File: config.mk
export PLATFORM = sky130hd
export DESIGN_NAME = serial_adder
export DESIGN_NICKNAME = d
export VERILOG_FILES = /design/src/rtl/serial_arith_pkg.sv /design/src/rtl/full_adder.sv /design/src/rtl/half_adder.sv /design/src/rtl/serial_adder.sv
export SDC_FILE = /design/constraint.sdc
export NUM_CORES = 1
export LEC_CHECK = 0
export CAP_MARGIN = 20
export CORE_MARGIN = 2
export CORE_UTILIZATION = 50
export DETAILED_ROUTE_END_ITERATION = 16
export HOLD_SLACK_MARGIN = 0.1
export MAX_ROUTING_LAYER = met4
export PLACE_DENSITY = 0.75
export SYNTH_ARGS = -nofsm -noshare
export SYNTH_HDL_FRONTEND = slang
export SYNTH_HIERARCHICAL = 1
export SYNTH_SLANG_ARGS = --single-unit
File: constraint.sdc
create_clock -name clk -period 3.3 [get_ports clk]
set_clock_uncertainty 0.2 [all_clocks]
set_input_delay 0.825 -clock clk [delete_from_list [all_inputs] [get_ports clk]]
set_output_delay 0.825 -clock clk [all_outputs]
set_load 0.005 [all_outputs]
File: src/rtl/serial_arith_pkg.sv
// Shared definitions for the bit-serial arithmetic blocks: FSM state type,
// legal operand widths and the bit-counter width helper.
package serial_arith_pkg;

    localparam int WIDTH_MIN = 1;
    localparam int WIDTH_MAX = 64;

    typedef enum logic [1:0] {
        IDLE  = 2'd0,
        SHIFT = 2'd1,
        DONE  = 2'd2
    } state_t;

    // A 1-bit operand still needs a 1-bit counter, so clamp at one.
    function automatic int cnt_width(input int w);
        return (w <= 1) ? 1 : $clog2(w);
    endfunction

endpackage

File: src/rtl/full_adder.sv
// One-bit full adder from two half adders and an OR, the mirror image of
// full_subtractor's borrow structure.
module full_adder (
    input  logic a,
    input  logic b,
    input  logic carry_in,
    output logic sum,
    output logic carry_out
);

    logic ha0_sum;
    logic ha0_carry;
    logic ha1_carry;

    half_adder u_ha0 (
        .a         (a),
        .b         (b),
        .sum       (ha0_sum),
        .carry_out (ha0_carry)
    );

    half_adder u_ha1 (
        .a         (ha0_sum),
        .b         (carry_in),
        .sum       (sum),
        .carry_out (ha1_carry)
    );

    assign carry_out = ha0_carry | ha1_carry;

endmodule

File: src/rtl/half_adder.sv
// One-bit half adder used as the building block of full_adder.
module half_adder (
    input  logic a,
    input  logic b,
    output logic sum,
    output logic carry_out
);

    assign sum       = a ^ b;
    assign carry_out = a & b;

endmodule

File: src/rtl/serial_adder.sv
// Bit-serial LSB-first adder: one full_adder, a carry flip-flop and a
// three-state FSM; {carry_out, sum} = a + b + carry_in after WIDTH shift edges.
module serial_adder
    import serial_arith_pkg::*;
#(
    parameter int WIDTH = 8
) (
    input  logic             clk,
    input  logic             rst,
    input  logic             start,
    input  logic [WIDTH-1:0] a,
    input  logic [WIDTH-1:0] b,
    input  logic             carry_in,
    output logic             ready,
    output logic             done,
    output logic [WIDTH-1:0] sum,
    output logic             carry_out
);

    localparam int               CNT_W    = cnt_width(WIDTH);
    localparam logic [CNT_W-1:0] CNT_LAST = CNT_W'(WIDTH - 1);

    state_t             state_reg;
    logic [WIDTH-1:0]   a_reg;
    logic [WIDTH-1:0]   b_reg;
    logic [WIDTH-1:0]   work_reg;
    logic [WIDTH-1:0]   work_next;
    logic [WIDTH-1:0]   sum_reg;
    logic               carry_reg;
    logic               carry_out_reg;
    logic [CNT_W-1:0]   cnt_reg;
    logic               fa_sum;
    logic               fa_carry;

    full_adder u_fa (
        .a         (a_reg[0]),
        .b         (b_reg[0]),
        .carry_in  (carry_reg),
        .sum       (fa_sum),
        .carry_out (fa_carry)
    );

    // New sum bit enters at the MSB so the LSB-first result ends up aligned.
    generate
        if (WIDTH == 1) begin : g_work_w1
            assign work_next = fa_sum;
        end else begin : g_work_wn
            assign work_next = {fa_sum, work_reg[WIDTH-1:1]};
        end
    endgenerate

    always_ff @(posedge clk or posedge rst) begin
        if (rst) begin
            state_reg     <= IDLE;
            a_reg         <= '0;
            b_reg         <= '0;
            work_reg      <= '0;
            sum_reg       <= '0;
            carry_reg     <= 1'b0;
            carry_out_reg <= 1'b0;
            cnt_reg       <= '0;
        end else begin
            case (state_reg)
                IDLE: begin
                    if (start) begin
                        a_reg     <= a;
                        b_reg     <= b;
                        carry_reg <= carry_in;
                        cnt_reg   <= '0;
                        state_reg <= SHIFT;
                    end
                end
                SHIFT: begin
                    a_reg     <= a_reg >> 1;
                    b_reg     <= b_reg >> 1;
                    work_reg  <= work_next;
                    carry_reg <= fa_carry;
                    cnt_reg   <= cnt_reg + CNT_W'(1);
                    // Results are published only on the final bit, so sum
                    // stays stable throughout the shifting.
                    if (cnt_reg == CNT_LAST) begin
                        sum_reg       <= work_next;
                        carry_out_reg <= fa_carry;
                        state_reg     <= DONE;
                    end
                end
                DONE: begin
                    state_reg <= IDLE;
                end
                default: begin
                    state_reg <= IDLE;
                end
            endcase
        end
    end

    assign ready     = (state_reg == IDLE);
    assign done      = (state_reg == DONE);
    assign sum       = sum_reg;
    assign carry_out = carry_out_reg;

endmodule

Yosys cells after proc, flatten, opt, wreduce, memory -nomap -nowiden
Index checks and enable logic that the tools add are counted.
- $add $sub $neg: 1
- eq/ne operators: 5
- multiplexer cells: 11
- bitwise logic cells: 5
- reduce and logical (&&, ||, !) cells: 5
- operators by type and width (operator ; number):
    one-hot mux 8 bit (2 select lines) ; 2
    two-way mux 8 bit ; 2
    one-hot mux 3 bit (2 select lines) ; 1
    AND reduction 2 bit ; 3
    two-way mux 2 bit ; 2
    != test 2 bit, second input constant ; 2
    one-hot mux 2 bit (2 select lines) ; 1
    adder 3 x 1 -> 3 bit, second input constant ; 1
    == test 3 bit, second input constant ; 1
    two-way mux 3 bit ; 1
    AND 1 bit ; 2
    == test 2 x 1 -> 1 bit, second input constant ; 1
    == test 2 bit, second input constant ; 1
    logical NOT 2 bit ; 1
    one-hot mux 1 bit (2 select lines) ; 1
    nonzero test 2 bit ; 1
    bitwise XOR 1 bit ; 2
    two-way mux 1 bit ; 1
    OR 1 bit ; 1
- bits in registers: 39
- input bits: 20
- word-level logic and storage cells: 35

Longest topological paths before layout
Gate-level depths: netlist of run 1.
- word-level depth: 4
- gate-level depth with buffers: 5
- depth with buffers taken out: 5

Hierarchy
Netlist of run 1, hierarchy kept.
- modules (own cells, without submodules) (module ; times used ; cells each ; area each (µm²)):
    serial_adder ; 1 ; 145 ; 1868.0
    half_adder ; 2 ; 1 ; 12.5
    full_adder ; 1 ; 1 ; 6.3

Worst setup path after synthesis of run 1
OpenSTA, ideal clock, no wires.
- kind: register -> output
- start point: reg state_reg[1]
- end point: out done
- arrival time: 0.893 ns
- required time: 2.275 ns
- path slack: 1.382 ns
- stages on the path, launching flop included: 4
- path through: dfrtp_1 -> buf_4 -> buf_6 -> nor2b_1
- cells in the longest elaborated chain, start to end: 1
- RTL lines (element ; RTL line ; source):
    start: declaration ; serial_adder.sv:23 ; state_t state_reg;
    start signal: assignment ; serial_adder.sv:54 ; state_reg <= IDLE;
    start signal: assignment ; serial_adder.sv:70 ; state_reg <= SHIFT;
    start signal: assignment ; serial_adder.sv:84 ; state_reg <= DONE;
    == test 2 bit ; serial_adder.sv:98 ; assign done = (state_reg == DONE);
    end: declaration ; serial_adder.sv:15 ; output logic done,
No other way between the ends.

Final worst setup path of run 1
- start point: reg state_reg[1]
- end point: out ready
- cells in the longest elaborated chain, start to end: 1
- RTL lines (element ; RTL line ; source):
    logical NOT 2 bit ; serial_adder.sv:97 ; assign ready = (state_reg == IDLE);
    end: declaration ; serial_adder.sv:14 ; output logic ready,
No other way between the ends.

==> results of run 1 <==
## area by class of cell
cell class                      count  area (µm²)  area share
Inverter                           18       67.56     0.02888
Clock inverter                      2       60.06     0.02567
Multi-Input combinational cell     80       788.3      0.3369
Sequential cell                    38       950.9      0.4064
Timing Repair Buffer               34       330.3      0.1412
Tap cell                           48       60.06     0.02567
Clock buffer                        6       82.58     0.03529
## routing by layer
layer | global-route usage | wire, µm | up-vias
li1 | - | - | 585
met1 | 0.2598 | 1660 | 612
met2 | 0.2689 | 1590 | 17
met3 | 0.03596 | 96 | 4
met4 | 0.05469 | 18 | 0
met5 | - | 0 | -
## power by group through the flow
stage | Sequential, µW | Combinational [µW] | Clock [µW]
4_1_cts | 833 | 864 | 490
6_report | 833 | 853 | 482
3_5_place_dp | 839 | 859 | 0
5_1_grt | 861 | 947 | 514
2_1_floorplan | 803 | 653 | 0
3_3_place_gp | 824 | 824 | 0
## worst paths after layout
path / startpoint / to / slack [ns] / cells past startpoint
max in group asynchronous: rst / b_reg[6]$_DFFE_PP0P_ / 1.82 / 3
max reg2reg: state_reg[1]$_DFFE_PP0P_ / sum[1]$_DFFE_PP0P_ / 1.25 / 2
min: work_reg[1]$_DFFE_PP0P_ / work_reg[1]$_DFFE_PP0P_ / 0.30 / 1
max: state_reg[1]$_DFFE_PP0P_ / ready / 0.40 / 2
min in group asynchronous: rst / cnt_reg[2]$_DFFE_PP0P_ / 0.75 / 3
min reg2reg: work_reg[1]$_DFFE_PP0P_ / work_reg[1]$_DFFE_PP0P_ / 0.30 / 1
## through the flow
step | utilization | cell area [µm²]
floorplan | - | 1899
global placement | 0.6001 | 2197
detailed placement | 0.6001 | 2197
CTS | 0.6391 | 2340
global route | 0.6391 | 2340
finish | 0.6391 | 2340
## Yosys cell counts
master      n  share of area
nor2b_4     1         0.0072
mux2_2      2          0.012
a211oi_2    7          0.046
mux2_4      9          0.071
mux2_1      6          0.036
a32o_1      1         0.0053
nor4b_2     1         0.0079
dfrtp_1    38           0.50
buf_4       4          0.016
nand2_1     1         0.0020
inv_1      18          0.036
buf_2       2         0.0053
a21oi_1     1         0.0026
a211oi_1    5          0.020
buf_6       4          0.024
a22o_1      2         0.0092
nor3b_1    14          0.055
nor4b_1    11          0.051
o21bai_4    1         0.0099
nand4bb_1   1         0.0059
nand2b_1    2         0.0066
clkbuf_1    2         0.0040
o311ai_1    1         0.0046
nor2b_1     4          0.013
nor2_1      1         0.0020
or2_1       1         0.0033
a221oi_1    2         0.0092
a222oi_1    1         0.0053
nand3b_1    1         0.0040
ha_1        4          0.026
## cells by family (layout without fill, tap and decap cells)
logic type | after synthesis | after routing
buffers and inverters | 30 | 60
flip-flops | 38 | 38
adder cells (fa/ha/maj) | 4 | 4
multiplexers | 17 | 17
AND/OR/NAND/NOR | 38 | 38
AO/OA/AOI/OAI | 21 | 21
==> qor.txt, run 1 <==
Crit path required time: 2.27 ns
Sequential fraction of design power: 0.384
Post-Synth Adder-Cell Area: 0.02635
Post-Layout Cell Count: 226
Minimum clock period: 2.900 ns
Combinational share of power: 0.393
Post-Synth Simple-Gate Area: 0.1581
Die Area: 0.004308 mm²
Status: finished, final reports clean
Clock-pin slew on the worst setup and hold paths: 0.07 ns
Crit-path max cell delay: 0.60 ns
CTS root buffer: clkbuf_8
Final WL: 3364 µm
Min-Delay Path Class: flip-flop to flip-flop
Worst Setup End Kind: output port
Later-pin clock latency in the skew report: 0.28 ns
Setup-failing EPs final: 0
I/O pins: 31
Final setup margin: 0.3999 ns
Total clock buffers created by CTS: 5
Worst Path Class, Setup: flip-flop to output port
Worst slew margin relative to its limit: 0.5456
Sequential-to-total area share from yosys stat: 0.5007
Grt total ovfl: 0
Post-Synth XOR/XNOR Area: 0
Proportion of power drawn by the clock network: 0.223
Post-synth cell types: 30
Worst path top cell family by delay: flip-flops
Post_cts resized: 0
Die X: 65.64 µm
Worst slew pin tran: 0.6796 ns
Most frequent cells in the layout: dfrtp_1, clkdlybuf4s50_1, inv_1
Clock Sinks: 38
Crit Path Max Fanout: 18
Final period utilization: 0.8788
First-pass GRT wire length: 5892 µm
Commonest non-fill, non-tap cell in the layout: dfrtp_1
Gr usage total: 0.1835
Total Power: 2167 µW
CTS tree: built
Area growth syn-to-layout: 23.19%
Slew Limit Fails: 0
Slowest-stage cell, CP: dfrtp_1
WL per Instance: 14.88 µm
Syn Inst Count: 148
CP bufs+invs: 1
Nets: 201
Fmax: 0.3448 GHz
Syn_area_per_cell: 12.83 µm²
Die height: 65.64 µm
Largest net degree at the start of global routing: 39
Min Hold Slack: 0.3048 ns
Via count: 1,218
Cell Int Power: 1514 µW
Max Cap Violations: 0
Remaining antenna violation count after routing: 0
Layout cells sized above 1: 0.1854
Sw frac: 0.3016
Post-DP HPWL: 2269 µm
Worst-case clock buffer depth: 2
Mapped Nets: 172
Htree depth: 2
Critical Path, Cell by Cell: nor2_1, clkdlybuf4s50_1
Vias per inst: 5.389
Largest family of logic cells by synthesized area: simple AND/OR/NAND/NOR gates
Synthesis Warnings: 6
Peak VDD IR: 0.0003835 V
Worst endpoint data arrival time: 1.88 ns
PortBufs: 30
Core area: 0.003661 mm²
CP Launch Type: flip-flop
DRC errors left: 0
DR iter-0 viols: 79
Hold_buf cts: 0
Synth Area in Compound Gates: 0.1120
Initial core utilization: 0.5188
1st-pass router iterations: 7
Leak: 0.001026 µW
Filler instances: 283
Row count: 22
Yosys reg bits: 38
Cell Area, Synth: 0.001899 mm²
Dpl ws: 0.6968 ns
Initial antenna violation count: 0
Post-CTS Setup Bufs: 0
RSZ-0062 raised after global routing: false
Switch Pwr: 653.8 µW
Mux cell area share after synthesis: 0.1186
Ant. Diodes: 0
Vias in the first global route: 1,219
Dpl cells: 218
Total negative slack: 0 ns
Pwr Density: 926.4 mW/mm²
RD Place Congestion: 0.7852
Hold Vio Cnt, Final: 0
Power figures use the tool's default switching activity.
==> inputs of run 2 (changes only) <==
--- a/config.mk
+++ b/config.mk
@@ -8,11 +8,10 @@
 export CAP_MARGIN = 20
 export CORE_MARGIN = 2
 export CORE_UTILIZATION = 50
+export CTS_CLUSTER_DIAMETER = 30
 export DETAILED_ROUTE_END_ITERATION = 16
 export HOLD_SLACK_MARGIN = 0.1
-export MAX_ROUTING_LAYER = met4
-export PLACE_DENSITY = 0.75
+export PLACE_DENSITY = 0.76
 export SYNTH_ARGS = -nofsm -noshare
 export SYNTH_HDL_FRONTEND = slang
-export SYNTH_HIERARCHICAL = 1
 export SYNTH_SLANG_ARGS = --single-unit
==> run 2 against run 1 <==
Compared with the run above:
- sequential power barely moved
- critical path depth unchanged
- synthesized area shrank 2.9%
- fmax increased by 1.4%
- critical path type unchanged
- worst hold slack worse by 0.013 ns
- wire length increased by 4.2%
- setup slack better by 0.040 ns
- register-to-register slack improved by 0.21 ns
- sequential cell count unchanged
- first-iteration DRC count is 22% lower
==> qor.txt, run 2 <==
Initial core utilization: 0.5115
Total clock buffers created by CTS: 5
Setup-failing EPs final: 0
Worst R2R Path Depth: 3
Slew Limit Fails: 0
Area growth syn-to-layout: 24.08%
Worst slew pin tran: 0.6183 ns
Initial antenna violation count: 0
Minimum clock period: 2.861 ns
Yosys reg bits: 38
Layout cells sized above 1: 0.1638
Core area: 0.003606 mm²
Fin area: 0.002288 mm²
Min-Delay Path Class: flip-flop to flip-flop
Htree depth: 2
RSZ-0062 raised after global routing: false
WL per Instance: 15.57 µm
Vias in the first global route: 1,223
Max Cap Violations: 0
Worst-case clock buffer depth: 2
Reg-to-reg setup timing slack: 1.46 ns
Clock Sinks: 38
CTS root buffer: clkbuf_8
Area contributors post-synth: dfrtp_1, mux2_4, nor3b_1
RD Place Congestion: 0.7815
Reg-to-Reg End: work_reg[4]$_DFFE_PP0P_
Via count: 1,228
Ant. Diodes: 0
Post-DP HPWL: 2407 µm
Nets: 199
Gr usage total: 0.1887
Dpl cells: 217
Die Area: 0.004191 mm²
Row count: 22
Remaining antenna violation count after routing: 0
Total negative slack: 0 ns
Worst slew margin relative to its limit: 0.5865
1st-pass router iterations: 4
Commonest cells post-synth: dfrtp_1, inv_1, nor3b_1
Hold depth: 2
Sequential fraction of design power: 0.398
Largest net degree at the start of global routing: 39
Proportion of power drawn by the clock network: 0.232
Worst Setup End Kind: output port
Crit path required time: 2.27 ns
Final period utilization: 0.8668
Most common cell in the synthesized netlist: dfrtp_1
Cell Area, Synth: 0.001844 mm²
Post-synth EDFFs: 0
Top_reg_cell synth: dfrtp_1
Final WL: 3504 µm
Area of placed instances: 0.002146 mm²
Later-pin clock latency in the skew report: 0.29 ns
Leak: 0.001010 µW
Post-synth cell types: 28
PortBufs: 30
Hold Startpoint: a_reg[7]$_DFFE_PP0P_
Status: finished, final reports clean
Commonest non-fill, non-tap cell in the layout: dfrtp_1
Die height: 64.74 µm
Clock-pin slew on the worst setup and hold paths: 0.07 ns
Crit Path Max Fanout: 12
Switch Pwr: 625.0 µW
Post-CTS Setup Bufs: 0
Hold Vio Cnt, Final: 0
Post-Layout Cell Count: 225
I/O pins: 31
Mapped Nets: 170
Total Power: 2090 µW
Worst endpoint data arrival time: 1.84 ns
CP Launch Type: flip-flop
Grt total ovfl: 0
Critical Path Start: state_reg[1]$_DFFE_PP0P_
Hold_buf cts: 0
Syn_area_per_cell: 12.55 µm²
Combinational share of power: 0.370
Sequential-to-total area share from yosys stat: 0.5156
Crit Reg-Reg Startpoint: state_reg[1]$_DFFE_PP0P_
Fmax: 0.3496 GHz
Worst Path Class, Setup: flip-flop to output port
Post_cts resized: 0
Sw frac: 0.2990
DR iter-0 viols: 62
Vias per inst: 5.458
First-pass GRT wire length: 5954 µm
Cell Int Power: 1465 µW
Synthesis Warnings: 0
Asr flop ratio synth: 1.000
Die X: 64.74 µm
Post-synth top area share: 0.5156
Most frequent cells in the layout: dfrtp_1, clkdlybuf4s50_1, inv_1
CTS tree: built
Pwr Density: 913.3 mW/mm²
Peak VDD IR: 0.0003764 V
Hold-critical path endpoint: a_reg[7]$_DFFE_PP0P_
DRC errors left: 0
Syn Inst Count: 147
Dominant cell type by area after synthesis: dfrtp_1
==> run 2: changes by cell type after synthesis, sizes merged, moves of 2 or more <==
cell / change
nor2b: +4
a221oi: +3
nor3b: -2
nor4b: -5
nand3b: +2
a211oi: -5
o221ai: +2
ha: -2
a222oi: +2
==> run 2: area by class of cell <==
cell class	instances	area, µm²
clock buffer	6	82.58
clock inverter	2	60.06
fill	287	1318
inverter	19	71.32
multi-input combinational	79	740.7
sequential	38	950.9
tap	48	60.06
timing repair buffer	33	322.8
==> run 2: kinds of logic after synthesis <==
group | after synthesis | share of synthesized area
fa+ha+maj | 3 | 0.02442
buf+inv | 30 | 0.08276
compound gates | 21 | 0.1004
flops | 38 | 0.5156
mux | 17 | 0.1221
simple gates | 38 | 0.1547
==> run 2: worst max-delay path by stage <==
stage / slack, ns / end / depth (start not counted)
2_1_floorplan: 1.41 / a_reg[0]$_DFFE_PP0P_ / 1
3_3_place_gp: 0.74 / carry_reg$_DFFE_PP0P_ / 3
3_5_place_dp: 0.67 / b_reg[0]$_DFFE_PP0P_ / 3
4_1_cts: 0.44 / ready / 2
5_1_grt: 0.35 / done / 3
6_report: 0.44 / ready / 2
==> run 2: power groups by stage <==
stage	logic, µW	clock network, µW	registers (µW)
CTS	787	494	832
detailed placement	785	0	841
finish	774	485	831
floorplan	590	0	792
global placement	745	0	826
global route	859	513	860
==> run 2: critical path, cell delays in order, from the launching register on <==
cell             delay (ns)
dfrtp_1                0.52
nor2_2                 0.43
clkdlybuf4s50_1        0.60
==> run 2: metrics by stage <==
step                  util  hold slack, ns  worst slack [ns]
CTS                 0.6346          0.2958            0.4353
finish              0.6346          0.2917            0.4394
floorplan                -          0.2583             1.414
global placement    0.5951          0.2698            0.7390
global route        0.6346          0.3309            0.3510
detailed placement  0.5951          0.2789            0.6696
==> run 2: routing by layer <==
metal / up-vias / track usage / wire, µm
met4: 0 / 0.05585 / 44
met2: 38 / 0.3183 / 1755
met1: 605 / 0.2304 / 1537
li1: 578 / - / -
met3: 7 / 0.06076 / 166
met5: - / 0 / 0
==> inputs of run 3 (changes only) <==
--- a/config.mk
+++ b/config.mk
@@ -9,6 +9,7 @@
 export CORE_MARGIN = 2
 export CORE_UTILIZATION = 50
 export CTS_CLUSTER_DIAMETER = 30
+export CTS_CLUSTER_SIZE = 30
 export DETAILED_ROUTE_END_ITERATION = 16
 export HOLD_SLACK_MARGIN = 0.1
 export PLACE_DENSITY = 0.76
==> constraint.sdc (replaced) <==
create_clock -name clk -period 2.65 [get_ports clk]
set_clock_uncertainty 0.2 [all_clocks]
set_input_delay 0.6625 -clock clk [delete_from_list [all_inputs] [get_ports clk]]
set_output_delay 0.6625 -clock clk [all_outputs]
set_load 0.005 [all_outputs]
==> run 3 against run 2 <==
Compared with the run above:
- design area rose by 0.98%
- core utilization increased by 0.62 points
- count of clock-buffer cells in the layout unchanged
- sequential power is 25% higher
- combinational power increased by 26%
- critical path type unchanged
==> qor.txt, run 3 (synthesis gave the netlist of run 2 again) <==
Total clock buffers created by CTS: 5
Via count: 1,223
Pwr Density: 1135 mW/mm²
Vias per inst: 5.364
Final WL: 3392 µm
Area of placed instances: 0.002168 mm²
I/O pins: 31
Slew Limit Fails: 0
Footprint of the multi-input gates: 740.7 µm²
Clock-pin slew on the worst setup and hold paths: 0.07 ns
Fin util: 0.6409
Initial antenna violation count: 0
Worst Path Class, Setup: flip-flop to output port
Most frequent cells in the layout: dfrtp_1, clkdlybuf4s50_1, inv_1
CTS root buffer: clkbuf_8
Min-Delay Path Class: flip-flop to flip-flop
Die Area: 0.004191 mm²
Worst path top cell family by delay: flip-flops
First-pass GRT wire length: 5885 µm
Combinational share of power: 0.372
Sw frac: 0.2987
Final period utilization: 0.9289
Hold depth: 1
Cell Int Power: 1839 µW
Die height: 64.74 µm
Post_cts resized: 0
Nets: 202
Filler instances: 309
Crit Path Max Fanout: 17
Setup-failing EPs final: 0
Vias in the first global route: 1,297
Instance count on the critical path: 2
WL per Instance: 14.88 µm
Row count: 22
Post-CTS Setup Bufs: 0
Worst endpoint data arrival time: 1.60 ns
Status: finished, final reports clean
Largest net degree at the start of global routing: 39
DRC errors left: 0
RD Place Congestion: 0.7562
Later-pin clock latency in the skew report: 0.29 ns
Area growth syn-to-layout: 25.31%
Die X: 64.74 µm
Sequential fraction of design power: 0.395
Crit-path max cell delay: 0.57 ns
Core area: 0.003606 mm²
Ant. Diodes: 0
Peak VDD IR: 0.0006032 V
Fin area: 0.002311 mm²
Max Cap Violations: 0
Switch Pwr: 783.3 µW
Worst slew pin tran: 0.5101 ns
Clock Sinks: 38
CP bufs+invs: 1
Remaining antenna violation count after routing: 0
Gr usage total: 0.1847
1st-pass router iterations: 5
Fmax: 0.4063 GHz
Slowest-stage cell, CP: dfrtp_1
Worst R2R Path Depth: 3
Layout cells sized above 1: 0.1778
Hold Vio Cnt, Final: 0
Hold_buf cts: 0
Crit path required time: 1.79 ns
Critical Path, Cell by Cell: nor2_2, clkdlybuf4s50_1
Post-DP HPWL: 2328 µm
Total negative slack: 0 ns
Minimum clock period: 2.462 ns
Initial core utilization: 0.5115
CTS tree: built
Register area: 950.9 µm²
Worst slew margin relative to its limit: 0.6599
DR iter-0 viols: 67
PortBufs: 30
RSZ-0062 raised after global routing: false
Commonest non-fill, non-tap cell in the layout: dfrtp_1
Worst Setup End Kind: output port
Proportion of power drawn by the clock network: 0.233
Grt total ovfl: 0
Worst-case clock buffer depth: 2
Htree depth: 2
Leak: 0.001025 µW
CP Launch Type: flip-flop
## run 3: layer usage
metal,global-route usage,routed length (µm)
met5,0,0
met4,0.06915,33
met3,0.06597,132
met2,0.2899,1670
met1,0.2343,1556
## run 3: worst paths after layout
check / start / to / slack [ns]
max in group asynchronous: rst / b_reg[2]$_DFFE_PP0P_ / 1.34
worst min-delay path: work_reg[1]$_DFFE_PP0P_ / work_reg[1]$_DFFE_PP0P_ / 0.29
min in group asynchronous: rst / work_reg[6]$_DFFE_PP0P_ / 0.59
worst min register to register: work_reg[1]$_DFFE_PP0P_ / work_reg[1]$_DFFE_PP0P_ / 0.29
worst max-delay path: state_reg[0]$_DFFE_PP0P_ / ready / 0.19
worst max register to register: state_reg[0]$_DFFE_PP0P_ / work_reg[5]$_DFFE_PP0P_ / 0.72
## run 3: worst reg2reg max path: cells and delay by family, from the launching register on
| kind | cells | cell delay [ns] |
|---|---|---|
| flip-flops | 1 | 0.66 |
| multiplexers | 1 | 0.36 |
| buffers and inverters | 1 | 0.30 |
| AND/OR/NAND/NOR | 1 | 0.29 |
## run 3: final cells by class
| cell class | instances | share of cell area |
|---|---|---|
| Tap cell | 48 | 0.02599 |
| Sequential cell | 38 | 0.4115 |
| Clock inverter | 2 | 0.02599 |
| Timing Repair Buffer | 36 | 0.1494 |
| Clock buffer | 6 | 0.03573 |
| Multi-Input combinational cell | 79 | 0.3205 |
| Inverter | 19 | 0.03086 |
## run 3: power by group through the flow
stage	Clock [µW]	Combinational (µW)	Sequential (µW)
2_1_floorplan	0	735	987
3_3_place_gp	0	938	1030
3_5_place_dp	0	982	1050
4_1_cts	620	992	1040
5_1_grt	649	1080	1070
6_report	611	975	1040
## run 3: metrics by stage
step	hold WS (ns)	total power (µW)	worst slack, ns	instances
global route	0.3258	2799	0.1192	228
global placement	0.2711	1966	0.4565	220
CTS	0.2987	2650	0.1845	228
floorplan	0.2583	1722	0.9266	147
detailed placement	0.2820	2032	0.3466	220
finish	0.2936	2622	0.1885	228
